### src/rtl/sdram_arbiter.sv
// Round-robin arbiter that shares one SDRAM controller port between NUM_REQ masters.
// A grant is held until the controller finishes, the owner drops its request, or the watchdog expires.
module sdram_arbiter #(
  parameter int NUM_REQ = 3,
  parameter int ADDR_W  = 23,
  parameter int DATA_W  = 32,
  parameter int TIMEOUT = 1023
) (
  input  logic                      i_clk,
  input  logic                      i_rst_n,
  input  logic [NUM_REQ-1:0]        req_read,
  input  logic [NUM_REQ-1:0]        req_write,
  input  logic [NUM_REQ*ADDR_W-1:0] req_addr,
  input  logic [NUM_REQ*DATA_W-1:0] req_writedata,
  output logic [DATA_W-1:0]         req_readdata,
  output logic [NUM_REQ-1:0]        req_finished,
  output logic                      sdram_read,
  output logic                      sdram_write,
  output logic [ADDR_W-1:0]         sdram_addr,
  output logic [DATA_W-1:0]         sdram_writedata,
  input  logic [DATA_W-1:0]         sdram_readdata,
  input  logic                      sdram_finished,
  output logic [NUM_REQ-1:0]        grant,
  output logic                      busy,
  output logic                      err_timeout
);

  localparam int IDX_W  = (NUM_REQ > 1) ? $clog2(NUM_REQ) : 1;
  localparam int WDOG_W = $clog2(TIMEOUT + 1) + 1;
  localparam int unsigned N = NUM_REQ;

  typedef enum logic {IDLE, GRANT} state_t;

  state_t             state;
  logic [IDX_W-1:0]   g_idx;
  logic [IDX_W-1:0]   last_grant;
  logic [IDX_W-1:0]   pick_idx;
  logic [IDX_W-1:0]   cand;
  logic               pick_valid;
  logic [WDOG_W-1:0]  wdog;
  logic [NUM_REQ-1:0] req_any;
  logic               in_grant;
  logic               sel_read;
  logic               sel_write;
  logic               sel_any;
  logic               wdog_expired;
  logic               done;

  assign req_any      = req_read | req_write;
  assign in_grant     = (state == GRANT);
  assign sel_read     = req_read[g_idx];
  assign sel_write    = req_write[g_idx];
  assign sel_any      = sel_read | sel_write;
  assign wdog_expired = (wdog == WDOG_W'(TIMEOUT - 1));
  assign done         = in_grant & sdram_finished;

  // Search starts one past the previous owner so it has the lowest priority next round.
  always_comb begin
    pick_valid = 1'b0;
    pick_idx   = '0;
    cand       = '0;
    for (int unsigned i = 1; i <= N; i++) begin
      cand = IDX_W'((32'(last_grant) + i) % N);
      if (!pick_valid && req_any[cand]) begin
        pick_valid = 1'b1;
        pick_idx   = cand;
      end
    end
  end

  // Controller side is gated by the state register so an async reset drops it at once.
  always_comb begin
    sdram_read      = in_grant & sel_read & ~sel_write;
    sdram_write     = in_grant & sel_write;
    sdram_addr      = in_grant ? req_addr[g_idx*ADDR_W +: ADDR_W] : '0;
    sdram_writedata = in_grant ? req_writedata[g_idx*DATA_W +: DATA_W] : '0;
    req_finished    = done ? grant : '0;
    req_readdata    = done ? sdram_readdata : '0;
  end

  always_ff @(posedge i_clk or negedge i_rst_n) begin
    if (!i_rst_n) begin
      state       <= IDLE;
      grant       <= '0;
      busy        <= 1'b0;
      err_timeout <= 1'b0;
      wdog        <= '0;
      g_idx       <= '0;
      last_grant  <= IDX_W'(NUM_REQ - 1);
    end else begin
      case (state)
        IDLE: begin
          wdog <= '0;
          if (pick_valid) begin
            state <= GRANT;
            g_idx <= pick_idx;
            grant <= NUM_REQ'(1) << pick_idx;
            busy  <= 1'b1;
          end
        end
        GRANT: begin
          if (sdram_finished || !sel_any || wdog_expired) begin
            state      <= IDLE;
            grant      <= '0;
            busy       <= 1'b0;
            wdog       <= '0;
            last_grant <= g_idx;
            if (!sdram_finished && sel_any) err_timeout <= 1'b1;
          end else begin
            wdog <= wdog + 1'b1;
          end
        end
      endcase
    end
  end

endmodule

### config.mk
export PLATFORM = sky130hd
export DESIGN_NAME = sdram_arbiter
export DESIGN_NICKNAME = d
export VERILOG_FILES = /design/src/rtl/sdram_arbiter.sv
export SDC_FILE = /design/constraint.sdc
export NUM_CORES = 1
export LEC_CHECK = 0
export CORE_AREA = 8 8 112 114
export DETAILED_ROUTE_END_ITERATION = 12
export DIE_AREA = 0 0 120 122
export DONT_BUFFER_PORTS = 1
export SETUP_SLACK_MARGIN = 0.05
export SLEW_MARGIN = 20
export SYNTH_ARGS = -nofsm -noshare
export SYNTH_HDL_FRONTEND = slang
export SYNTH_SLANG_ARGS = --single-unit
### constraint.sdc
create_clock -name i_clk -period 4.45 [get_ports i_clk]
set_clock_uncertainty 0.05 [all_clocks]
set_input_delay 0.89 -clock i_clk [delete_from_list [all_inputs] [get_ports i_clk]]
set_output_delay 0.89 -clock i_clk [all_outputs]
set_load 0.01 [all_outputs]
# After elaboration in Yosys (flattened, before gate mapping)
# Cells that the tools add are included.
# word_totals
register_bits	21
# op_classes
n_addsub	4
mul	1
div	3
magnitude_cmp	4
n_eq_ne	3
shift	3
n_mux	31
bitwise	8
n_reduce_logical	13
# op_table
op	n
$mod A32 B2 Y32 const B	3
$shiftx A96 B8 Y32	1
$shiftx A69 B8 Y23	1
$mux W32	2
$mux W23	1
$pmux W11 S2	1
$lt A2 B3 Y1 const B	4
$mux W1	12
$add A11 B1 Y11 const B	1
$eq A11 B10 Y1 const B	1
$mux W11	1
$bmux W1 S2	5
$mux W3	3
$mul A2 B5 Y7 const B	1
$add A2 B2 Y3 const B	2
$mux W2	3
$pmux W3 S2	1
$reduce_and A2 Y1	3
$and A1 B1 Y1	4
$logic_not A1 Y1	4
$pmux W1 S2	2
$add A2 B1 Y3 const B	1
$logic_and A1 B1 Y1	3
$or A3 B3 Y3	1
other kinds (7)	9

# Longest topological paths before layout
# Gate-level depths: netlist of the first run.
# logic_depth
depth_word	14
ltp_mapped	8
mapped_depth_nobuf	7

# Worst setup path before layout of the first run
# Ideal clock, no wire load.
# synth_timing
path_type	input to output
from	in sdram_finished
to	out req_readdata[22]
arrival_ns	1.599
required_time_ns	3.510
slack_ns	1.911
cell_stages	3
cell_sequence	clkbuf_1 -> clkbuf_1 -> and3_1
# synth_via
elab_chain_cells	2
# synth_lines
item	line_no	rtl
from (decl)	22	input logic sdram_finished,
$and A1 B1 Y1	55	assign done = in_grant & sdram_finished;
$mux W32	78	req_readdata = done ? sdram_readdata : '0;
to (decl)	15	output logic [DATA_W-1:0] req_readdata,
# Every way passes these cells.

# Final worst setup path of the first run
# layout_timing
from	reg g_idx[1]
to	out sdram_addr[22]
# layout_via
elab_chain_cells	3
# layout_lines
item	line_no	rtl
from (decl)	35	logic [IDX_W-1:0] g_idx;
from (signal assigned)	96	g_idx <= pick_idx;
$mul A2 B5 Y7	75	sdram_addr = in_grant ? req_addr[g_idx*ADDR_W +: ADDR_W] : '0;
$shiftx A69 B8 Y23	75	
$mux W23	75	
to (decl)	19	output logic [ADDR_W-1:0] sdram_addr,
# Every way passes these cells.

==> results of run 1 <==
[placed cells by master, fill, tap and decap left out, types with 2 or more instances in the layout]
cell type / n
buf_4: 4
o21ai_0: 60
o2bb2ai_1: 2
nor2_1: 17
a21oi_1: 2
nand4b_1: 2
inv_1: 9
a211o_1: 3
clkbuf_8: 3
o21bai_1: 2
mux2i_1: 58
nand2_1: 59
and2_1: 56
nand4_1: 2
and3_1: 36
xor2_1: 6
dfrtp_1: 18
xnor2_1: 3
nand3_1: 5
ha_1: 5
[layout make-up]
class | instances | area share
Sequential cell | 21 | 0.1744
Inverter | 9 | 0.01108
Clock buffer | 4 | 0.01477
Tap cell | 140 | 0.05745
Timing Repair Buffer | 4 | 0.009848
Multi-Input combinational cell | 343 | 0.7325
[registers in the layout (all words and copies together), names as in the netlist]
signal and count:
g_idx 2, last_grant 2, err_timeout 1, grant 3, in_grant 1, wdog 11
busy 1
[worst max-delay path, cell delays in order, from the launching register on]
cell,delay (ps)
dfrtp_4,790
nor2b_4,550
buf_4,420
nand2_1,90
o21ai_0,170
and2_1,250
[through the flow]
step           total power, mW  instance area, um^2
2_1_floorplan            1.501                 2939
5_1_grt                  2.034                 3049
3_3_place_gp             1.737                 3004
4_1_cts                  1.904                 3049
6_report                 1.880                 3049
3_5_place_dp             1.778                 3004
[power groups by stage]
stage / clock [mW] / combinational [mW] / sequential (mW)
after floorplan: 0 / 1.23 / 0.272
after global placement: 0 / 1.28 / 0.460
after detailed placement: 0 / 1.31 / 0.470
after CTS: 0.126 / 1.31 / 0.466
after global routing: 0.134 / 1.41 / 0.487
final: 0.122 / 1.30 / 0.458
[logic make-up (layout without fill, tap and decap cells)]
| group | Yosys count | after routing |
|---|---|---|
| AOI/OAI and AO/OA | 82 | 82 |
| xor gates and xnor gates | 9 | 9 |
| adders and majority gates | 5 | 5 |
| buffers and inverters | 45 | 17 |
| DFF | 21 | 21 |
| muxes | 59 | 59 |
| and+or+nand+nor | 188 | 188 |
[metal layers]
metal	wire, um	share of wire	GRT usage
met2	6158	0.51	0.2511
met3	1100	0.090	0.04118
met5	0	0	0
met1	4655	0.38	0.1728
met4	269	0.022	0.03981
[worst min path at each step]
stage	start	to	slack [ps]	depth (start not counted)
floorplan	wdog[0]$_DFF_PN0_	wdog[0]$_DFF_PN0_	420	1
global placement	wdog[0]$_DFF_PN0_	wdog[0]$_DFF_PN0_	450	1
detailed placement	wdog[0]$_DFF_PN0_	wdog[0]$_DFF_PN0_	460	1
CTS	i_rst_n	wdog[4]$_DFF_PN0_	260	0
global route	i_rst_n	wdog[4]$_DFF_PN0_	250	0
finish	i_rst_n	wdog[4]$_DFF_PN0_	270	0
==> results.cfg, run 1 <==
[outcome]
outcome = finished clean

[placement]
place.gp.congestion = 0.9015
dp_hpwl_um = 10250
port_buffers = 0
placedCellCount = 517
post-place-ws_ps = 1201

[floorplanning]
core_um2 = 10700
start_util = 0.2747
die_w_um = 120
die_y_um = 122
ios = 303
row_count = 38
die-area_um2 = 14640

[synthesis]
synth-seq-area-share = 0.1792
synth_nets = 620
synth_top_family_by_area = simple AND/OR/NAND/NOR gates
ys_warn_count = 0
synth_ff_type = dfrtp_1
synth_common_cells = o21ai_0 (60), nand2_1 (59), mux2i_1 (58)
synthMuxAreaShare = 0.2014
synth_xor_xnor_area_share = 0.02682
synth_top_area_frac = 0.1975
ys_seq_elements = 21
yosysMostFrequentCell = o21ai_0
yosys.area_share.simple = 0.3418
synth_compound_area_frac = 0.1669
synth_area_leaders = mux2i_1 (20%), dfrtp_1 (17%), and2_1 (12%)
synth_fa_ha_area_frac = 0.02129
synth-edff-count = 0
netlist_area_um2 = 2939
avgSynthCellArea_um2 = 7.186
async_flop_share = 1.000
synth_cells = 409
ys_types = 48
synth_largest_area_cell = mux2i_1

[critical_path]
worst-path-max-fanout = 60
cp.arrival_ps = 2560
critical_path_class = reg -> out
r2r_cells = 5
reg2reg_to = last_grant[1]$_DFFE_PN1P_
worstSetupEndpoint = sdram_addr[22]
setup.worst_path.start = g_idx[1]$_DFFE_PN0P_
r2r_slack_ps = 1860
r2r_start = g_idx[1]$_DFFE_PN0P_
crit_path_end_kind = output pin
cp.required_ps = 3510
crit_path_start_kind = flip-flop

[final_layout]
layout.nets = 593
diodes = 0
postLayoutCoreUtil = 0.2850
multi_input_area_um2 = 2233
nFillCells = 1190
drive_above_1_share = 0.04199
ff_latch_area_um2 = 531.8
area_delta_synth_final_pct = 3.746
stdcell_count = 521

[timing]
tightest_slew_ps = 987.3
fin_crit_ps = 3505
hold_viol_final = 0
fin_crit_sh = 0.7876
grt_setup_unrepaired = false
relSlewSlack = 0.3418
whs_ps = 271.4
worst_slack_ps = 945.1
fmax_mhz = 285.3
fin_setup_tns_ps = 0
drv_slew = 0
setup_violations = 0

[grt]
grt_pass1_wl_um = 17430
grt_pass1_vias = 2748
antenna_found_initial = 1
grt_start_max_net_pins = 61
gr-total-overflow = 0
grt_usage = 0.1452

[power_and_ir_drop]
power.switching_mw = 1.046
pwr-share-clk = 0.065
p_leak_nw = 1.356
swShare = 0.5567
internal_power_mw = 0.8331
pwr-share-seq = 0.244
vdd_drop_max_v = 0.0002426
power.density_nw_per_um2 = 616.4
combPwrFrac = 0.692

[cts]
htree_levels = 1
clk_pin_slew_ps = 70
cts_root_buffer = clkbuf_8
ctsHoldBuffers = 0
clk-insertion-delay-late_ps = 250
cts_buffers = 3
clock-sinks = 21
cts.repair.resized = 0
cts_tree = done
clk_path_buf_depth = 2
postCtsSetupBuffers = 0

[routing]
viasPerCell = 5.499
drt_iter0_drc = 195
routed_wl_um = 12180
drtPass1Iterations = 4
remaining_drc_errors = 0
wl_per_cell_um = 23.39
final_antenna_net_count = 0
vias = 2865

[hold_path]
hp-class = in -> async

[job]
drv_cap = 0
(Power assumes the default switching activity.)
==> inputs of run 2 (changes only) <==
==> constraint.sdc (replaced) <==
create_clock -name i_clk -period 3.2 [get_ports i_clk]
set_clock_uncertainty 0.05 [all_clocks]
set_input_delay 0.64 -clock i_clk [delete_from_list [all_inputs] [get_ports i_clk]]
set_output_delay 0.64 -clock i_clk [all_outputs]
set_load 0.01 [all_outputs]
==> run 2 against run 1 <==
Via count up 3.5%. Power grew 40%. Worst hold slack got worse by 250 ps. Clock power increased by 40%. Sequential share of layout area decreased by 0.082 points. Final cell count rose by 0.58%. Flip-flop and latch count unchanged. Sequential power increased by 35%. Clock-buffer cell count shrank 1. First-iteration DRC count is 2.1% higher. Core utilization grew 0.27 points. Worst setup slack worse by 630 ps.
==> results.cfg, run 2 (synthesis gave the netlist of run 1 again) <==
[outcome]
outcome = finished clean

[critical_path]
worst-path-max-fanout = 31
setup.worst_path.start = g_idx[1]$_DFFE_PN0P_
critical_path_class = reg -> out
r2r_start = g_idx[1]$_DFFE_PN0P_
r2r_slack_ps = 920
crit_path_start_kind = flip-flop
crit_path_end_kind = output pin
cp.arrival_ps = 2190
cp.required_ps = 2510
r2r_cells = 5
reg2reg_to = last_grant[1]$_DFFE_PN1P_

[cts]
clk_pin_slew_ps = 80
cts_buffers = 3
postCtsSetupBuffers = 0
ctsHoldBuffers = 0
clock-sinks = 21
clk_path_buf_depth = 2
cts_root_buffer = clkbuf_8
htree_levels = 1
cts_tree = done
cts.repair.resized = 0
clk-insertion-delay-late_ps = 260

[grt]
grt_pass1_wl_um = 17240
gr-total-overflow = 0
grt_usage = 0.1443
grt_start_max_net_pins = 100
grt_pass1_vias = 2602
antenna_found_initial = 0

[final_layout]
mostFrequentLayoutCells = o21ai_0 (60), nand2_1 (59), mux2i_1 (58)
area_delta_synth_final_pct = 4.725
largest_reg_flops = 11
top_regs = wdog (11), grant (3)
nFillCells = 1139
drive_above_1_share = 0.04948
top_register = wdog
diodes = 0
layout.nets = 596
layout_commonest_cell = o21ai_0

[routing]
viasPerCell = 5.656
wl_per_cell_um = 23.57
drtPass1Iterations = 5
vias = 2964
routed_wl_um = 12350
remaining_drc_errors = 0
drt_iter0_drc = 199
final_antenna_net_count = 0

[placement]
port_buffers = 0
place.gp.congestion = 0.8742
dp_hpwl_um = 10290

[timing]
grt_setup_unrepaired = false
relSlewSlack = 0.5091
setup_violations = 0
fin_crit_ps = 2881
fin_setup_tns_ps = 0
fin_crit_sh = 0.9005
tightest_slew_ps = 736.3
fmax_mhz = 347.0
drv_slew = 0
hold_viol_final = 0
whs_ps = 20.74

[job]
drv_cap = 0

[power_and_ir_drop]
vdd_drop_max_v = 0.0003017
p_leak_nw = 1.374
power.density_nw_per_um2 = 855.3

[floorplanning]
start_util = 0.2747
ios = 303
row_count = 38
die_y_um = 122
core_um2 = 10700
die_w_um = 120
die-area_um2 = 14640

[hold_path]
hp-class = in -> async
run 2: power breakdown:
part / leakage, nW / switching, mW / internal, mW
Clock: 0.0255 / 0.0845 / 0.0867
Combinational: 1.08 / 1.10 / 0.739
Sequential: 0.269 / 0.283 / 0.336
Total: 1.37 / 1.47 / 1.16
run 2: worst max-delay path by stage:
stage / slack (ps) / endpoint / cells past startpoint
floorplan: 1110 / sdram_addr[10] / 7
global placement: 620 / sdram_writedata[21] / 4
detailed placement: 570 / sdram_writedata[21] / 4
CTS: 260 / sdram_writedata[21] / 4
global route: 100 / sdram_writedata[21] / 4
finish: 320 / sdram_writedata[21] / 4
run 2: per-layer routing:
| metal | vias to the layer above | track usage | share of wire |
|---|---|---|---|
| met4 | 0 | 0.02576 | 0.012 |
| met5 | - | 0 | 0 |
| li1 | 1357 | - | - |
| met1 | 1420 | 0.1796 | 0.39 |
| met2 | 177 | 0.2483 | 0.51 |
| met3 | 10 | 0.03748 | 0.086 |
run 2: area by class of cell:
class / instances / area, um^2 / share of cell area
Clock buffer: 3 / 41.29 / 0.01341
Multi-Input combinational cell: 343 / 2233 / 0.7256
Tap cell: 140 / 175.2 / 0.05691
Sequential cell: 21 / 534.3 / 0.1736
Timing Repair Buffer: 7 / 55.05 / 0.01789
Inverter: 9 / 33.78 / 0.01098
Clock inverter: 1 / 5.005 / 0.001626
run 2: worst max-delay path: stages, from the launching register on:
cell and delay [ps]:
dfrtp_4 780, buf_4 530, mux2i_1 250, o21ai_0 120
and2_1 230
run 2: per-stage QoR:
| step | std cells | setup slack [ps] | utilization | power (mW) | instance area (um^2) |
|---|---|---|---|---|---|
| finish | 524 | 318.5 | 0.2877 | 2.632 | 3078 |
| global route | 524 | 102.2 | 0.2877 | 2.853 | 3078 |
| CTS | 523 | 263.6 | 0.2866 | 2.673 | 3065 |
| detailed placement | 519 | 566.7 | 0.2822 | 2.497 | 3019 |
| global placement | 519 | 621.5 | 0.2822 | 2.439 | 3019 |
| floorplan | 409 | 1110 | - | 2.087 | 2939 |
==> inputs of run 3 (changes only) <==
==> constraint.sdc (replaced) <==
create_clock -name i_clk -period 3.4 [get_ports i_clk]
set_clock_uncertainty 0.05 [all_clocks]
set_input_delay 0.68 -clock i_clk [delete_from_list [all_inputs] [get_ports i_clk]]
set_output_delay 0.68 -clock i_clk [all_outputs]
set_load 0.01 [all_outputs]
==> run 3 against run 2 <==
Routed wire length increased by 0.19%. Final cell count shrank 0.19%. Clock power shrank 6%. Die area unchanged. Core utilization is 0.11 points lower. Combinational power fell by 7%. Global-route usage grew 0.25 points. Power is 6.3% lower. Critical path depth stayed put. Largest power group unchanged.
==> results.cfg, run 3 (synthesis gave the netlist of run 1 again) <==
[cts]
htree_levels = 1
cts_tree = done
postCtsSetupBuffers = 0
ctsHoldBuffers = 0
clk_path_buf_depth = 2
cts.repair.resized = 0
cts_root_buffer = clkbuf_8
clock-sinks = 21
clk-insertion-delay-late_ps = 260
clk_pin_slew_ps = 70
cts_buffers = 3

[grt]
grt_usage = 0.1468
grt_pass1_vias = 2731
grt_pass1_wl_um = 17420
antenna_found_initial = 1
gr-total-overflow = 0
grt_start_max_net_pins = 100

[critical_path]
critical_path_class = reg -> out
cpPeakStageDelay_ps = 830
crit_path_end_kind = output pin
crit_path_start_kind = flip-flop
worst-path-max-fanout = 36
slowest_stage = dfrtp_4
cp_top_family = flip-flops
r2r_slack_ps = 1030
r2r_start = g_idx[1]$_DFFE_PN0P_
cp.required_ps = 2670
reg2reg_to = last_grant[1]$_DFFE_PN1P_
cp.buffers_inverters = 1
r2r_cells = 6
critical_path.cell_chain = buf_4 -> mux2i_1 -> o21ai_0 -> and2_1
cp.arrival_ps = 2160

[timing]
fmax_mhz = 346.3
setup_violations = 0
grt_setup_unrepaired = false
relSlewSlack = 0.5281
hold_viol_final = 0
whs_ps = 58.37
tightest_slew_ps = 707.8
fin_crit_ps = 2888
drv_slew = 0
fin_setup_tns_ps = 0
fin_crit_sh = 0.8494

[floorplanning]
core_um2 = 10700
ios = 303
die_y_um = 122
row_count = 38
die_w_um = 120
die-area_um2 = 14640
start_util = 0.2747

[power_and_ir_drop]
pwr-share-seq = 0.240
swShare = 0.5564
combPwrFrac = 0.695
vdd_drop_max_v = 0.0003498
pwr-share-clk = 0.065
p_leak_nw = 1.367
power.switching_mw = 1.373
p_total_mw = 2.468
internal_power_mw = 1.095
power.density_nw_per_um2 = 804.7

[routing]
drtPass1Iterations = 6
final_antenna_net_count = 0
routed_wl_um = 12370
drt_iter0_drc = 191
viasPerCell = 5.597
vias = 2927
remaining_drc_errors = 0
wl_per_cell_um = 23.66

[final_layout]
layout.nets = 595
top_regs = wdog (11), grant (3)
layout_commonest_cell = o21ai_0
diodes = 0
top_register = wdog
final_area_um2 = 3067
mostFrequentLayoutCells = o21ai_0 (60), nand2_1 (59), mux2i_1 (58)
area_delta_synth_final_pct = 4.342
drive_above_1_share = 0.04700
nFillCells = 1155
largest_reg_flops = 11

[placement]
dp_hpwl_um = 10310
placed_area_um2 = 3019
place.gp.congestion = 0.8720
port_buffers = 0

[outcome]
outcome = finished clean

[job]
drv_cap = 0

[hold_path]
hp-class = in -> async
==> run 3: cell types whose count changed in the layout (fill, tap and decap cells not counted), sizes merged <==
cell,delta
dlygate4sd3,-1
clkinv,-1
clkbuf,+1
==> run 3: worst max-delay path by stage <==
| stage | slack [ps] | cells after the start | endpoint | from |
|---|---|---|---|---|
| final | 510 | 4 | sdram_writedata[17] | g_idx[1]$_DFFE_PN0P_ |
| after global routing | 360 | 4 | sdram_writedata[0] | g_idx[1]$_DFFE_PN0P_ |
| after CTS | 490 | 4 | sdram_writedata[9] | g_idx[1]$_DFFE_PN0P_ |
| after detailed placement | 770 | 4 | sdram_writedata[9] | g_idx[1]$_DFFE_PN0P_ |
| after global placement | 830 | 4 | sdram_writedata[12] | g_idx[1]$_DFFE_PN0P_ |
| after floorplan | 1270 | 7 | sdram_addr[10] | g_idx[1]$_DFFE_PN0P_ |
==> run 3: final cells by class <==
class                           instances  area, um^2  share of cell area
Clock buffer                            4       45.04             0.01469
Sequential cell                        21       534.3              0.1742
Timing Repair Buffer                    6       45.04             0.01469
Multi-Input combinational cell        343        2233              0.7283
Inverter                                9       33.78             0.01102
Tap cell                              140       175.2             0.05712
==> run 3: per-stage QoR <==
stage / worst slack (ps) / utilization / cells
global route: 362.3 / 0.2867 / 523
finish: 512.1 / 0.2867 / 523
floorplan: 1270 / - / 409
detailed placement: 767.8 / 0.2822 / 519
CTS: 486.1 / 0.2864 / 523
global placement: 829.9 / 0.2822 / 519
==> run 3: layer usage <==
| layer | track usage | vias to the layer above | part of all wire |
|---|---|---|---|
| met5 | 0 | - | 0.0011 |
| met4 | 0.03903 | 2 | 0.023 |
| met3 | 0.04535 | 15 | 0.090 |
| met2 | 0.2602 | 156 | 0.52 |
| met1 | 0.1680 | 1397 | 0.37 |
| li1 | - | 1357 | - |
==> run 3: worst reg2reg max path, delay by kind of cell (launching register included) <==
family,cells,cell delay [ps]
AOI/OAI and AO/OA,2,620
buffers and inverters,1,250
and+or+nand+nor,2,300
DFF,1,730
muxes,1,360
==> run 3: power groups by stage <==
stage               Sequential (mW)  Clock (mW)  Combinational, mW
floorplan                     0.356           0               1.61
global placement              0.593           0               1.70
detailed placement            0.606           0               1.73
CTS                           0.600       0.166               1.73
global route                  0.636       0.179               1.87
finish                        0.593       0.160               1.71
